## config.mk

```make
export PLATFORM = sky130hd
export DESIGN_NAME = hamm_seq_flat
export DESIGN_NICKNAME = d
export VERILOG_FILES = /design/src/rtl/hamm_seq_if.sv /design/src/rtl/hamm_seq.sv /design/src/flat_wrapper.sv
export SDC_FILE = /design/constraint.sdc
export NUM_CORES = 1
export LEC_CHECK = 0
export CAP_MARGIN = 20
export CORE_MARGIN = 1.5
export CORE_UTILIZATION = 30
export CTS_BUF_LIST = sky130_fd_sc_hd__clkbuf_8
export DETAILED_ROUTE_END_ITERATION = 6
export GPL_TIMING_DRIVEN = 0
export PLACE_DENSITY = 0.61
export SLEW_MARGIN = 20
export SYNTH_ARGS = -nofsm -noshare
export SYNTH_HDL_FRONTEND = slang
export SYNTH_SLANG_ARGS = --single-unit
```

## constraint.sdc

```tcl
create_clock -name clk -period 11.7 [get_ports clk]
set_input_delay 1.755 -clock clk [delete_from_list [all_inputs] [get_ports clk]]
set_output_delay 1.755 -clock clk [all_outputs]
set_load 0.03 [all_outputs]
```

## src/rtl/hamm_seq_if.sv

```systemverilog
// Request/result bus for hamm_seq: operand handshake in, popcount result handshake out.
// The master side issues requests and consumes results; the slave side is the sequencer.
interface hamm_seq_if #(
  parameter int NBYTES = 4
);
  logic                  clear;
  logic                  in_valid;
  logic                  in_ready;
  logic                  mode;
  logic [8*NBYTES-1:0]   a;
  logic [8*NBYTES-1:0]   b;
  logic                  out_valid;
  logic                  out_ready;
  logic [5:0]            count;
  logic                  parity;
  logic                  zero;

  modport master (
    output clear, in_valid, mode, a, b, out_ready,
    input  in_ready, out_valid, count, parity, zero
  );

  modport slave (
    input  clear, in_valid, mode, a, b, out_ready,
    output in_ready, out_valid, count, parity, zero
  );
endinterface

```

## src/rtl/hamm_seq.sv

```systemverilog
// Hamming weight / distance sequencer: one 8-bit popcount unit walks the latched
// operand a byte per clock and accumulates the total into a 6-bit count.
module hamm_seq #(
  parameter int NBYTES = 4
) (
  input  logic       clk,
  input  logic       rst,
  hamm_seq_if.slave  bus
);
  localparam int         W    = 8 * NBYTES;
  localparam logic [2:0] LAST = 3'(NBYTES - 1);

  typedef enum logic [1:0] {IDLE, RUN, DONE} state_t;

  state_t       r_state;
  logic [2:0]   r_idx;
  logic [5:0]   r_acc;
  logic [W-1:0] r_op;
  logic         r_in_ready;
  logic         r_out_valid;
  logic [5:0]   r_count;
  logic         r_parity;
  logic         r_zero;

  logic [7:0]   w_byte;
  logic [3:0]   w_pop;
  logic [5:0]   w_sum;

  // Byte lane selected by the running index feeds the single shared popcount unit.
  always_comb begin
    w_byte = '0;
    for (int i = 0; i < NBYTES; i++) begin
      if (r_idx == 3'(i)) w_byte = r_op[i*8 +: 8];
    end
  end

  always_comb begin
    w_pop = '0;
    for (int i = 0; i < 8; i++) begin
      w_pop = w_pop + {3'b000, w_byte[i]};
    end
  end

  assign w_sum = r_acc + {2'b00, w_pop};

  always_ff @(posedge clk or posedge rst) begin
    if (rst) begin
      r_state     <= IDLE;
      r_idx       <= '0;
      r_acc       <= '0;
      r_op        <= '0;
      r_in_ready  <= 1'b1;
      r_out_valid <= 1'b0;
      r_count     <= '0;
      r_parity    <= 1'b0;
      r_zero      <= 1'b1;
    end else if (bus.clear) begin
      r_state     <= IDLE;
      r_idx       <= '0;
      r_acc       <= '0;
      r_in_ready  <= 1'b1;
      r_out_valid <= 1'b0;
      r_count     <= '0;
      r_parity    <= 1'b0;
      r_zero      <= 1'b1;
    end else begin
      case (r_state)
        IDLE: begin
          if (bus.in_valid) begin
            r_op       <= bus.mode ? (bus.a ^ bus.b) : bus.a;
            r_acc      <= '0;
            r_idx      <= '0;
            r_in_ready <= 1'b0;
            r_state    <= RUN;
          end
        end
        RUN: begin
          r_acc <= w_sum;
          if (r_idx == LAST) begin
            r_idx       <= '0;
            r_out_valid <= 1'b1;
            r_count     <= w_sum;
            r_parity    <= w_sum[0];
            r_zero      <= (w_sum == 6'd0);
            r_state     <= DONE;
          end else begin
            r_idx <= r_idx + 3'd1;
          end
        end
        DONE: begin
          // Result stays frozen until taken; re-acceptance waits for the next cycle.
          if (bus.out_ready) begin
            r_out_valid <= 1'b0;
            r_in_ready  <= 1'b1;
            r_count     <= '0;
            r_parity    <= 1'b0;
            r_zero      <= 1'b1;
            r_state     <= IDLE;
          end
        end
        default: begin
          r_state <= IDLE;
        end
      endcase
    end
  end

  assign bus.in_ready  = r_in_ready;
  assign bus.out_valid = r_out_valid;
  assign bus.count     = r_count;
  assign bus.parity    = r_parity;
  assign bus.zero      = r_zero;
endmodule

```

## src/flat_wrapper.sv

```systemverilog
// flat-port wrapper written by rule: the top's interface ports become plain ports
module hamm_seq_flat 
#(
  parameter int NBYTES = 4
)
  (clk, rst, bus_clear, bus_in_valid, bus_mode, bus_a, bus_b, bus_out_ready, bus_in_ready, bus_out_valid, bus_count, bus_parity, bus_zero);
  hamm_seq_if #(.NBYTES(NBYTES)) bus_i ();
  input  logic clk;
  input  logic rst;
  input wire logic [$bits(bus_i.clear)-1:0] bus_clear;
  input wire logic [$bits(bus_i.in_valid)-1:0] bus_in_valid;
  input wire logic [$bits(bus_i.mode)-1:0] bus_mode;
  input wire logic [$bits(bus_i.a)-1:0] bus_a;
  input wire logic [$bits(bus_i.b)-1:0] bus_b;
  input wire logic [$bits(bus_i.out_ready)-1:0] bus_out_ready;
  output wire logic [$bits(bus_i.in_ready)-1:0] bus_in_ready;
  output wire logic [$bits(bus_i.out_valid)-1:0] bus_out_valid;
  output wire logic [$bits(bus_i.count)-1:0] bus_count;
  output wire logic [$bits(bus_i.parity)-1:0] bus_parity;
  output wire logic [$bits(bus_i.zero)-1:0] bus_zero;
  assign bus_i.clear = bus_clear;
  assign bus_i.in_valid = bus_in_valid;
  assign bus_i.mode = bus_mode;
  assign bus_i.a = bus_a;
  assign bus_i.b = bus_b;
  assign bus_i.out_ready = bus_out_ready;
  assign bus_in_ready = bus_i.in_ready;
  assign bus_out_valid = bus_i.out_valid;
  assign bus_count = bus_i.count;
  assign bus_parity = bus_i.parity;
  assign bus_zero = bus_i.zero;
  hamm_seq #(.NBYTES(NBYTES)) u_core (.clk(clk), .rst(rst), .bus(bus_i));
endmodule
```

==> Implementation_results.wiki <==
{| class="wikitable"
! Metric !! Value
|-
| Result of the run || finished, final reports clean
|-
| Number of top-level design ports || 80
|-
| Warnings from Yosys || 0
|-
| Total half-perimeter wirelength after legalization and detailed placement || approximately 5500 microns
|-
| Count of nets left with antenna violations after detail routing || 0
|-
| Hold_sp || u_core.bus.zero
|-
| Antenna violations before repair || 0
|-
| Synth Register Bits || 52
|-
| Global-route wire length before repair || ~12000 microns
|-
| Port-buffer cells || 78
|-
| Routed via count divided by cell count || 4.53
|-
| Number of max-cap violations || 0
|-
| Pin count of the biggest net entering global routing || 32
|-
| Initial core utilization || a little under a third
|-
| CP cell instances || inv_1, ha_1, clkbuf_1, and3b_1, a21oi_1, o21ai_1, mux2i_1, nor2_1, ha_1, fa_1, inv_1, fa_1, fa_1, fa_1, fa_1, nand2b_2, a21oi_4, xnor2_1, or4_4, a22oi_2
|-
| Leak Pwr || between 1.5 and 2 nW
|-
| Fraction of final layout cells with drive strength greater than 1 || 6.29%
|-
| Crit path launch || u_core.r_idx[1]
|-
| Overall Global Routing Usage || between 10% and 20%
|-
| Origin of the critical flop-to-flop path || u_core.r_idx[1]
|-
| Crit path buf inv count || 3
|-
| Largest stage delay on the critical path || 540 ps
|-
| Placement Setup Slack || roughly 6000 ps
|-
| Number of clock buffers inserted by TritonCTS || 5
|-
| Post-synthesis instance total || roughly 340
|-
| Wire length after detailed routing || slightly below 7000 microns
|-
| Number of enable-type register cells in the synthesized netlist || 0
|-
| Number of buffers added to fix hold violations after cts || 0
|-
| H-tree lvl count || 2
|-
| Cell family contributing the most delay on the critical path || adder cells
|-
| Diode insertion count for antenna repair || 0
|-
| Clock tree from TritonCTS || done
|-
| Worst vdd ir || 0.0750 mV
|-
| Top library cells by usage in the layout, fill and taps aside || 78 x sky130_fd_sc_hd__clkdlybuf4s50_1, 50 x sky130_fd_sc_hd__nand2_1, 50 x sky130_fd_sc_hd__dfrtp_1, 47 x sky130_fd_sc_hd__a21oi_1, 46 x sky130_fd_sc_hd__nor2_1
|-
| Maximum buffer depth of the clock tree || 2
|-
| Sum of internal, switching and leakage power || about 0.0006 W
|-
| Pre-antenna DRT Iters || 4
|-
| Mapped cell area || slightly above 3000 sq um
|-
| Total via count after detailed routing || 2546
|-
| Startpoint type of the worst setup path || flip-flop
|-
| Number of global-route vias before repair || 2534
|-
| Remaining Overflow, GRT || 0
|-
| Mapped Nets || between 400 and 500
|-
| Master of the slowest instance on the critical path || sky130_fd_sc_hd__fa_1
|-
| Worst Path Max Fanout || 10
|-
| WL per Instance || about 12 microns
|-
| Final-report hold violation count || 0
|-
| Post-Syn Area per Cell || ~9.0 sq um
|-
| F_max || ~170 MHz
|-
| Largest clock skew in the final design || around 12 ps
|-
| CP dominant cell by count || sky130_fd_sc_hd__fa_1
|-
| Buffer type at the clock tree root || sky130_fd_sc_hd__clkbuf_8
|-
| Synth Flop Type || sky130_fd_sc_hd__dfrtp_1
|-
| Number of unique standard cell types used by synthesis || between 40 and 50
|-
| Number of sinks handled by clock tree synthesis || 52
|-
| Crit. End Element || flip-flop
|-
| Total Die Area || ~11000 sq um
|-
| Final cycle utilization of the critical path || 48.9%
|-
| Weighted congestion reported at the end of routability-driven placement || between 0.7 and 0.8
|-
| Layout net count || around 510
|-
| Post-CTS setup buffers || 0
|-
| Count of endpoints failing setup in the final report || 0
|-
| Arr. time, crit path || 5960 ps
|-
| Sequential fraction of the synthesis area || a little over two fifths
|-
| Core footprint || 9860 sq um
|-
| Most common library cell in the layout ignoring fill and taps || sky130_fd_sc_hd__clkdlybuf4s50_1
|-
| Clock Latency Late Sink || 310 ps
|-
| Residual DRC count || 0
|-
| Filler Cells Inserted || approximately 1000
|-
| Category of the critical setup timing path || reg2reg
|-
| P&R area growth vs syn || 34.5%
|-
| Worst Setup Slack, final || ~6000 ps
|-
| Number of rows created at floorplan || 36
|-
| Cell count after placement || 554
|-
| Tightest Hold Check Type || reg2reg
|-
| Worst EP required || 11940 ps
|-
| Power density over the cells || 149 nW/um^2
|-
| Count of cells resized by post-cts repair || 0
|-
| Transition time at the pin with the least slew margin || around 680 ps
|-
| Vertical die dimension || between 100 and 150 microns
|-
| Post-synth ARST share || 100%
|-
| Max-slew violation count || 0
|-
| Count of placed standard cells in the final layout, fillers left out || 562
|-
| Aggregate negative setup slack || 0 ps
|-
| Min Tclk post-route || roughly 5700 ps
|-
| DR iter-0 viols || 120
|-
| Max-slew headroom at the worst pin || between 50% and 60%
|-
| CTS clk-pin slew, worst paths || 100 ps
|-
| RSZ-0062 raised after global routing || no
|-
| Horizontal die dimension || 104 microns
|}
-- stage by stage --
stage          area [sq um]  hold WS [ps]  util, %
5_1_grt                4130           523     41.9
3_3_place_gp           4020           466     40.8
4_1_cts                4130           492     41.9
3_5_place_dp           4050           476     41.0
2_1_floorplan          3070           462        -
6_report               4130           488     41.9
-- power by group --
part	switching, W	internal (W)
clock network	0.0000609	0.0000412
logic	0.000154	0.000136
registers	0.0000182	0.000207
-- synthesized netlist by cell type (2+ instances only) --
library cell | n | share of area (%)
sky130_fd_sc_hd__dfrtp_1 | 50 | 41
sky130_fd_sc_hd__nand2_1 | 50 | 6.1
sky130_fd_sc_hd__a21oi_1 | 47 | 7.7
sky130_fd_sc_hd__nor2_1 | 46 | 5.6
sky130_fd_sc_hd__xor2_1 | 35 | 10
sky130_fd_sc_hd__inv_1 | 14 | 1.7
sky130_fd_sc_hd__clkbuf_1 | 11 | 1.3
sky130_fd_sc_hd__ha_1 | 11 | 4.5
sky130_fd_sc_hd__o21ai_0 | 8 | 1.3
sky130_fd_sc_hd__a22o_1 | 7 | 2.0
sky130_fd_sc_hd__buf_2 | 5 | 0.81
sky130_fd_sc_hd__fa_1 | 5 | 3.3
sky130_fd_sc_hd__nand3b_1 | 5 | 1.2
sky130_fd_sc_hd__and3b_1 | 4 | 1.1
sky130_fd_sc_hd__mux2i_1 | 4 | 1.3
sky130_fd_sc_hd__nand2b_1 | 4 | 0.81
sky130_fd_sc_hd__o21ai_1 | 4 | 0.65
sky130_fd_sc_hd__dfstp_2 | 2 | 1.7
sky130_fd_sc_hd__nor2b_1 | 2 | 0.41
sky130_fd_sc_hd__nor3_2 | 2 | 0.65
sky130_fd_sc_hd__o21a_1 | 2 | 0.49
sky130_fd_sc_hd__o21bai_1 | 2 | 0.49
sky130_fd_sc_hd__o2bb2ai_1 | 2 | 0.57
sky130_fd_sc_hd__xnor2_1 | 2 | 0.57
-- worst paths after layout --
path | endpoint | slack [ps] | cells past startpoint
worst max-delay path | u_core.bus.zero | 5980 | 20
worst min-delay path | u_core.bus.zero | 490 | 2
worst max register to register | u_core.bus.zero | 5980 | 20
worst min register to register | u_core.bus.zero | 490 | 2
max in group asynchronous | u_core.r_op[24] | 9290 | 3
min in group asynchronous | u_core.r_op[17] | 1860 | 2
-- worst register-to-register path, stage by stage (launching register included) --
cell and delay (ps):
sky130_fd_sc_hd__dfrtp_1 430, sky130_fd_sc_hd__inv_1 90, sky130_fd_sc_hd__ha_1 270, sky130_fd_sc_hd__clkbuf_1 340, sky130_fd_sc_hd__and3b_1 220, sky130_fd_sc_hd__a21oi_1 110, sky130_fd_sc_hd__o21ai_1 70, sky130_fd_sc_hd__mux2i_1 150
sky130_fd_sc_hd__nor2_1 60, sky130_fd_sc_hd__ha_1 310, sky130_fd_sc_hd__fa_1 540, sky130_fd_sc_hd__inv_1 50, sky130_fd_sc_hd__fa_1 500, sky130_fd_sc_hd__fa_1 480, sky130_fd_sc_hd__fa_1 490, sky130_fd_sc_hd__fa_1 440
sky130_fd_sc_hd__nand2b_2 210, sky130_fd_sc_hd__a21oi_4 160, sky130_fd_sc_hd__xnor2_1 110, sky130_fd_sc_hd__or4_4 490, sky130_fd_sc_hd__a22oi_2 120
-- state kept, by name, summed over array words and instances (netlist names) --
register              flops
u_core.bus.count          6
u_core.bus.zero           1
u_core.r_idx              3
u_core.r_state            2
u_core.bus.in_ready       1
u_core.r_op              32
u_core.r_acc              6
u_core.bus.out_valid      1
-- layer usage --
layer	track usage (%)	part of all wire, %
met1	17.3	45
met2	23.0	50
met3	2.82	3.4
met4	4.46	1.7
met5	0	0
-- cells by family after synthesis --
kind of cell / Yosys count / synth area share [%]
AOI/OAI and AO/OA: 81 / 16.1
xor gates and xnor gates: 37 / 10.5
adders and majority gates: 16 / 7.73
buffers and inverters: 33 / 4.35
DFF: 52 / 42.4
muxes: 5 / 1.67
and+or+nand+nor: 118 / 17.2
-- final cells by class --
class	instances	area [sq um]	share of cell area, %
Multi-Input combinational cell	257	1640	39.6
Sequential cell	52	1300	31.5
Timing Repair Buffer	79	808	19.6
Tap cell	133	166	4.03
Buffer	18	77.6	1.88
Clock buffer	5	68.8	1.66
Inverter	15	56.3	1.36
Clock inverter	3	16.3	0.393
(Power assumes the default switching activity.)
==> edit 1, RTL diff (config.mk and constraints unchanged) <==
Re-encode `state_t` (3 states) as one-hot, 3 bits wide.
--- a/src/rtl/hamm_seq.sv
+++ b/src/rtl/hamm_seq.sv
@@ -10,7 +10,7 @@
   localparam int         W    = 8 * NBYTES;
   localparam logic [2:0] LAST = 3'(NBYTES - 1);
 
-  typedef enum logic [1:0] {IDLE, RUN, DONE} state_t;
+  typedef enum logic [2:0] {IDLE = 3'b001, RUN = 3'b010, DONE = 3'b100} state_t;
 
   state_t       r_state;
   logic [2:0]   r_idx;
Function: same outputs for any inputs over 10 cycles, from zero or initial values and one cycle with rst high; not proved beyond that.
==> edit 1 against the unedited design <==
Wire length increased by 2.2%; cell area grew 4.7%; setup slack improved by 0.13 ns; critical path type unchanged; sequential cell count increased by 1; synthesized area grew 6.0%; power is 7.0% lower.
==> edit 1: results (changes against the unedited design) <==
Min path
For hold timing, the worst endpoint is u_core.r_op[29]$_DFFE_PP0P_. The startpoint identified for the worst hold timing path is u_core.r_op[29]$_DFFE_PP0P_.

Yosys
After synthesis, the cell types taking the most area are sky130_fd_sc_hd__dfrtp_1, sky130_fd_sc_hd__nand2_1, sky130_fd_sc_hd__xor2_1. In the synthesized netlist, the cells that appear most often are sky130_fd_sc_hd__nand2_1, sky130_fd_sc_hd__dfrtp_1, sky130_fd_sc_hd__xor2_1. The sequential cell area fraction in the yosys report is 0.408 (-0.0160). The number of distinct standard cells referenced by the synthesized netlist is 41 (-2.4%).

Critical path
The setup slack of the most critical reg-to-reg path was 6.12 ns (+0.13 ns). The signal arrival time at the worst endpoint is 5.84 ns (-0.12 ns).

Route
The post-detailed-route via-to-cell ratio is 4.55 (+0.54%). The wire length per cell is 12.2 um (-0.15%).

Power and ir drop
The power spent charging and discharging nets is 0.000189 W (-19%). The peak supply drop came to 58.1 uV (-23%). The leakage power of the design is 1.86 nW (+6.1%).

The sequential group share of total power is 0.393 (+0.028).

Placement
The final estimated routing congestion in global placement is 0.765 (-2.5%). The placed wire-length estimate after detailed placement is 5620 um (+1.8%).

Global routing
The global-route usage over all layers is 0.132 (-0.00382). The global-route met1 utilization came to 0.168 (-0.00528). The first-pass GRT wire length was 12300 um (+3.1%). The via count of the first global-routing pass is 2740 (+8.1%). The met3 usage came to 0.0286 (+0.000376). The maximum number of pins on one net before global-route repair is 54 (+69%).

Final layout
The ratio of cells with drive above 1 in the final layout was 0.103 (+0.0396). The layout filler cell count came to 1063 (+4.9%). The final net count is 524 (+1.9%).

Timing
The headroom to the max-slew limit was 0.565 (+0.0174). The worst clock skew came to 0.0104 ns (-0.00184 ns).

Outcome
The flow ran to the end, and the final reports show no timing, DRC or antenna violations.
==> edit 1: cell types whose count changed after synthesis, sizes merged, moves of 3 or more <==
cell    delta
nor2      -33
buf        +4
a21oi     -29
o21ai     +35
nand2     +35
inv        -4
clkbuf     -3
==> edit 1: worst max path at each step <==
stage / to / start / cells past startpoint / slack (ns)
2_1_floorplan: u_core.bus.zero$_DFFE_PP1P_ / u_core.r_idx[0]$_DFFE_PP0P_ / 19 / 6.63
4_1_cts: u_core.bus.zero$_DFFE_PP1P_ / u_core.r_idx[1]$_DFFE_PP0P_ / 20 / 6.07
3_3_place_gp: u_core.bus.zero$_DFFE_PP1P_ / u_core.r_idx[1]$_DFFE_PP0P_ / 20 / 6.14
6_report: u_core.bus.zero$_DFFE_PP1P_ / u_core.r_idx[1]$_DFFE_PP0P_ / 20 / 6.12
3_5_place_dp: u_core.bus.zero$_DFFE_PP1P_ / u_core.r_idx[1]$_DFFE_PP0P_ / 20 / 6.09
5_1_grt: u_core.bus.zero$_DFFE_PP1P_ / u_core.r_idx[0]$_DFFE_PP0P_ / 19 / 5.76
==> edit 1: worst max-delay path, delay by kind of cell, from the launching register on <==
family,cells,cell delay [ns]
and+or+nand+nor,4,0.71
DFF,1,0.42
xor gates and xnor gates,1,0.15
muxes,1,0.15
adders and majority gates,7,3.00
buffers and inverters,3,0.37
AOI/OAI and AO/OA,4,0.75
==> edit 1: kinds of logic after synthesis <==
family	Yosys count	share of synthesized area
multiplexers	4	0.0123
adder cells (fa/ha/maj)	16	0.0729
XOR/XNOR	37	0.0994
flip-flops	53	0.408
buffers and inverters	30	0.0507
AND/OR/NAND/NOR	129	0.188
AO/OA/AOI/OAI	84	0.169
==> edit 1: area by class of cell <==
cell class	instances	share of cell area
Multi-Input combinational cell	270	0.408
Sequential cell	53	0.307
Timing Repair Buffer	78	0.180
Tap cell	136	0.0393
Buffer	19	0.0286
Clock buffer	6	0.0191
Inverter	11	0.0101
Clock inverter	2	0.00780
==> edit 1: per-stage QoR <==
| step | worst slack, ns | total power, W | instances | hold slack [ns] | area, um^2 |
|---|---|---|---|---|---|
| 2_1_floorplan | 6.63 | 0.000383 | 353 | 0.443 | 3260 |
| 6_report | 6.12 | 0.000574 | 575 | 0.489 | 4330 |
| 3_3_place_gp | 6.14 | 0.000446 | 567 | 0.460 | 4210 |
| 4_1_cts | 6.07 | 0.000583 | 575 | 0.492 | 4330 |
| 3_5_place_dp | 6.09 | 0.000453 | 567 | 0.470 | 4210 |
| 5_1_grt | 5.76 | 0.000624 | 575 | 0.515 | 4330 |
==> edit 1: layer usage <==
layer	vias to the layer above	part of all wire	wire [um]
met4	0	0.0074	52
met2	62	0.48	3390
li1	1347	-	-
met1	1203	0.46	3250
met3	7	0.048	337
met5	-	0	0
==> edit 2, RTL diff (config.mk and constraints unchanged) <==
Made on the original files. `NBYTES` is set to 4 in 3 places; all go to 8.
--- a/src/rtl/hamm_seq_if.sv
+++ b/src/rtl/hamm_seq_if.sv
@@ -1,7 +1,7 @@
 // Request/result bus for hamm_seq: operand handshake in, popcount result handshake out.
 // The master side issues requests and consumes results; the slave side is the sequencer.
 interface hamm_seq_if #(
-  parameter int NBYTES = 4
+  parameter int NBYTES = 8
 );
   logic                  clear;
   logic                  in_valid;
--- a/src/rtl/hamm_seq.sv
+++ b/src/rtl/hamm_seq.sv
@@ -1,7 +1,7 @@
 // Hamming weight / distance sequencer: one 8-bit popcount unit walks the latched
 // operand a byte per clock and accumulates the total into a 6-bit count.
 module hamm_seq #(
-  parameter int NBYTES = 4
+  parameter int NBYTES = 8
 ) (
   input  logic       clk,
   input  logic       rst,
--- a/src/flat_wrapper.sv
+++ b/src/flat_wrapper.sv
@@ -1,7 +1,7 @@
 // flat-port wrapper written by rule: the top's interface ports become plain ports
 module hamm_seq_flat 
 #(
-  parameter int NBYTES = 4
+  parameter int NBYTES = 8
 )
   (clk, rst, bus_clear, bus_in_valid, bus_mode, bus_a, bus_b, bus_out_ready, bus_in_ready, bus_out_valid, bus_count, bus_parity, bus_zero);
   hamm_seq_if #(.NBYTES(NBYTES)) bus_i ();
Ports: changed (resized bus_a and bus_b); port bits go from 80 to 144. No check against the original RTL was run, so the function may have changed too.
==> edit 2 against the unedited design <==
Maximum frequency decreased by 1.9%; first-iteration DRC count grew 88%; combinational power rose by 48%; core utilization up 0.066 points; hold slack worse by 0.0024 ns; sequential power grew 70%; setup slack got worse by 0.11 ns; wire length increased by 95%; synthesized area is 63% higher; cell area up 67%; power rose by 63%; sequential cell count increased by 32; die area is 61% higher; largest power group unchanged; highest routed layer unchanged.
==> edit 2: results (changes against the unedited design) <==
Clock network
The count of H-tree levels built during CTS was 3 (+1). The insertion delay of the later-clocked pin in the worst-skew pair came to 0.36 ns (+0.05 ns). The buffer levels on the longest clock path is 2 (unchanged). After clock tree synthesis, the clock-pin slew on the worst setup and hold paths is 0.09 ns. The number of buffers created by CTS is 9 (+4).

The post-cts gate resize count was 0 (unchanged). CTS placed an instance of sky130_fd_sc_hd__clkbuf_8 at the clock tree root.

Min path
The worst hold path class is register to register.

Yosys
The commonest cells after synthesis are sky130_fd_sc_hd__nand2_1, sky130_fd_sc_hd__dfrtp_1, sky130_fd_sc_hd__a21oi_1. The sequential cell area fraction in the yosys report came to 0.421 (-0.00307). The total of warnings raised by yosys was 0 (unchanged).

The number of distinct standard cells referenced by the synthesized netlist is 46 (+9.5%). The number of nets in the synthesized netlist is 736 (+72%). Yosys attributes the largest share of cell area to sky130_fd_sc_hd__dfrtp_1, sky130_fd_sc_hd__xor2_1, sky130_fd_sc_hd__nand2_1. The proportion of synthesized flip-flops having asynchronous set or reset is 1.00 (unchanged).

Timing
The worst clock skew is 0.0144 ns (+0.00224 ns). The headroom to the max-slew limit is 0.541 (-0.00699).

Final layout
The number of antenna cells inserted is 0 (unchanged). The ratio of cells with drive above 1 in the final layout is 0.0741 (+0.0112). The top register by number of flip-flops is u_core.r_op.

The layout filler cell count is 1647 (+63%). The final net count was 889 (+73%). The number of flip-flops in the largest register is 64 (+100%).

Route
The total detailed-routing wirelength is 13500 um (+95%). The number of search-and-repair iterations in the first detailed-routing pass is 4 (unchanged). The number of violations reported at the end of detailed-routing iteration 0 is 225 (+88%). The post-detailed-route via-to-cell ratio is 4.59 (+1.4%).

Critical path
Tracing the worst setup path back leads to its startpoint at u_core.r_idx[1]$_DFFE_PP0P_. The highest net fanout along the worst path is 10 (unchanged). The capture point of the worst path is u_core.bus.zero$_DFFE_PP1P_.

The cell type of the slowest stage on the worst timing path is sky130_fd_sc_hd__fa_1. The logic depth of the worst register-to-register path is 21 (+5.0%). The setup slack of the most critical reg-to-reg path is 5.87 ns (-0.11 ns). The signal arrival time at the worst endpoint is 6.11 ns (+0.15 ns).

Placement
The placed wire-length estimate after detailed placement was 10400 um (+88%). The number of port buffers is 141 (+81%). The final estimated routing congestion in global placement is 0.841 (+7.2%).

Outcome
The flow ran to the end, and the final reports show no timing, DRC or antenna violations.

Global routing
The first-pass GRT wire length came to 21700 um (+82%). The global-route usage over all layers is 0.157 (+0.0206). The via count of the first global-routing pass is 4299 (+70%). The maximum number of pins on one net before global-route repair was 56 (+75%). The initial antenna violation count is 0 (unchanged).

Power and ir drop
The peak supply drop came to 104 uV (+39%). The leakage power of the design is 2.90 nW (+65%).
-- edit 2: changes by cell type after synthesis, moves of 8 or more --
cell                       change
sky130_fd_sc_hd__a221oi_1     +12
sky130_fd_sc_hd__nand2_1      +54
sky130_fd_sc_hd__nor2_1       +28
sky130_fd_sc_hd__a21oi_1      +28
sky130_fd_sc_hd__buf_2        +15
sky130_fd_sc_hd__xor2_1       +24
sky130_fd_sc_hd__o21ai_0      +27
sky130_fd_sc_hd__xnor2_1       +8
sky130_fd_sc_hd__dfrtp_1      +32
-- edit 2: per-stage QoR --
stage	setup WS (ns)	instances	instance area (um^2)	power, W	hold slack (ns)
after floorplan	6.41	584	5000	0.000673	0.470
after global placement	5.97	945	6690	0.000813	0.473
after detailed placement	5.92	946	6710	0.000819	0.475
after CTS	5.87	962	6890	0.00101	0.490
after global routing	5.56	962	6890	0.00109	0.511
final	5.87	962	6890	0.00100	0.486
-- edit 2: worst min-delay path by stage --
stage	to	cells after the start	start
floorplan	u_core.r_acc[3]$_DFFE_PP0P_	1	u_core.r_acc[3]$_DFFE_PP0P_
global placement	u_core.bus.out_valid$_DFFE_PP0P_	1	u_core.bus.out_valid$_DFFE_PP0P_
detailed placement	u_core.bus.out_valid$_DFFE_PP0P_	1	u_core.bus.out_valid$_DFFE_PP0P_
CTS	u_core.bus.out_valid$_DFFE_PP0P_	1	u_core.bus.out_valid$_DFFE_PP0P_
global route	u_core.bus.count[5]$_DFFE_PP0P_	1	u_core.bus.count[5]$_DFFE_PP0P_
finish	u_core.bus.out_valid$_DFFE_PP0P_	1	u_core.bus.out_valid$_DFFE_PP0P_
-- edit 2: cell families after synthesis --
| kind of cell | after synthesis | synth area share |
|---|---|---|
| AND/OR/NAND/NOR | 200 | 0.163 |
| buffers and inverters | 56 | 0.0523 |
| multiplexers | 1 | 0.00225 |
| XOR/XNOR | 70 | 0.124 |
| adder cells (fa/ha/maj) | 18 | 0.0526 |
| flip-flops | 84 | 0.421 |
| AO/OA/AOI/OAI | 155 | 0.184 |
-- edit 2: power by group --
group / total (W) / switching [W] / internal, W
Combinational: 0.000428 / 0.000225 / 0.000203
Sequential: 0.000382 / 0.0000363 / 0.000345
Clock: 0.000194 / 0.000112 / 0.0000825
-- edit 2: metal layers --
metal / track usage / share of wire / wire length [um]
met2: 0.246 / 0.47 / 6280
met5: 0 / 0 / 0
met4: 0.0407 / 0.0087 / 117
met1: 0.224 / 0.48 / 6450
met3: 0.0254 / 0.045 / 600
-- edit 2: layout make-up --
cell class | instances | share of cell area
Timing Repair Buffer | 142 | 0.208
Inverter | 21 | 0.0118
Buffer | 35 | 0.0265
Tap cell | 220 | 0.0400
Sequential cell | 84 | 0.306
Clock buffer | 10 | 0.0200
Clock inverter | 6 | 0.00600
Multi-Input combinational cell | 444 | 0.382
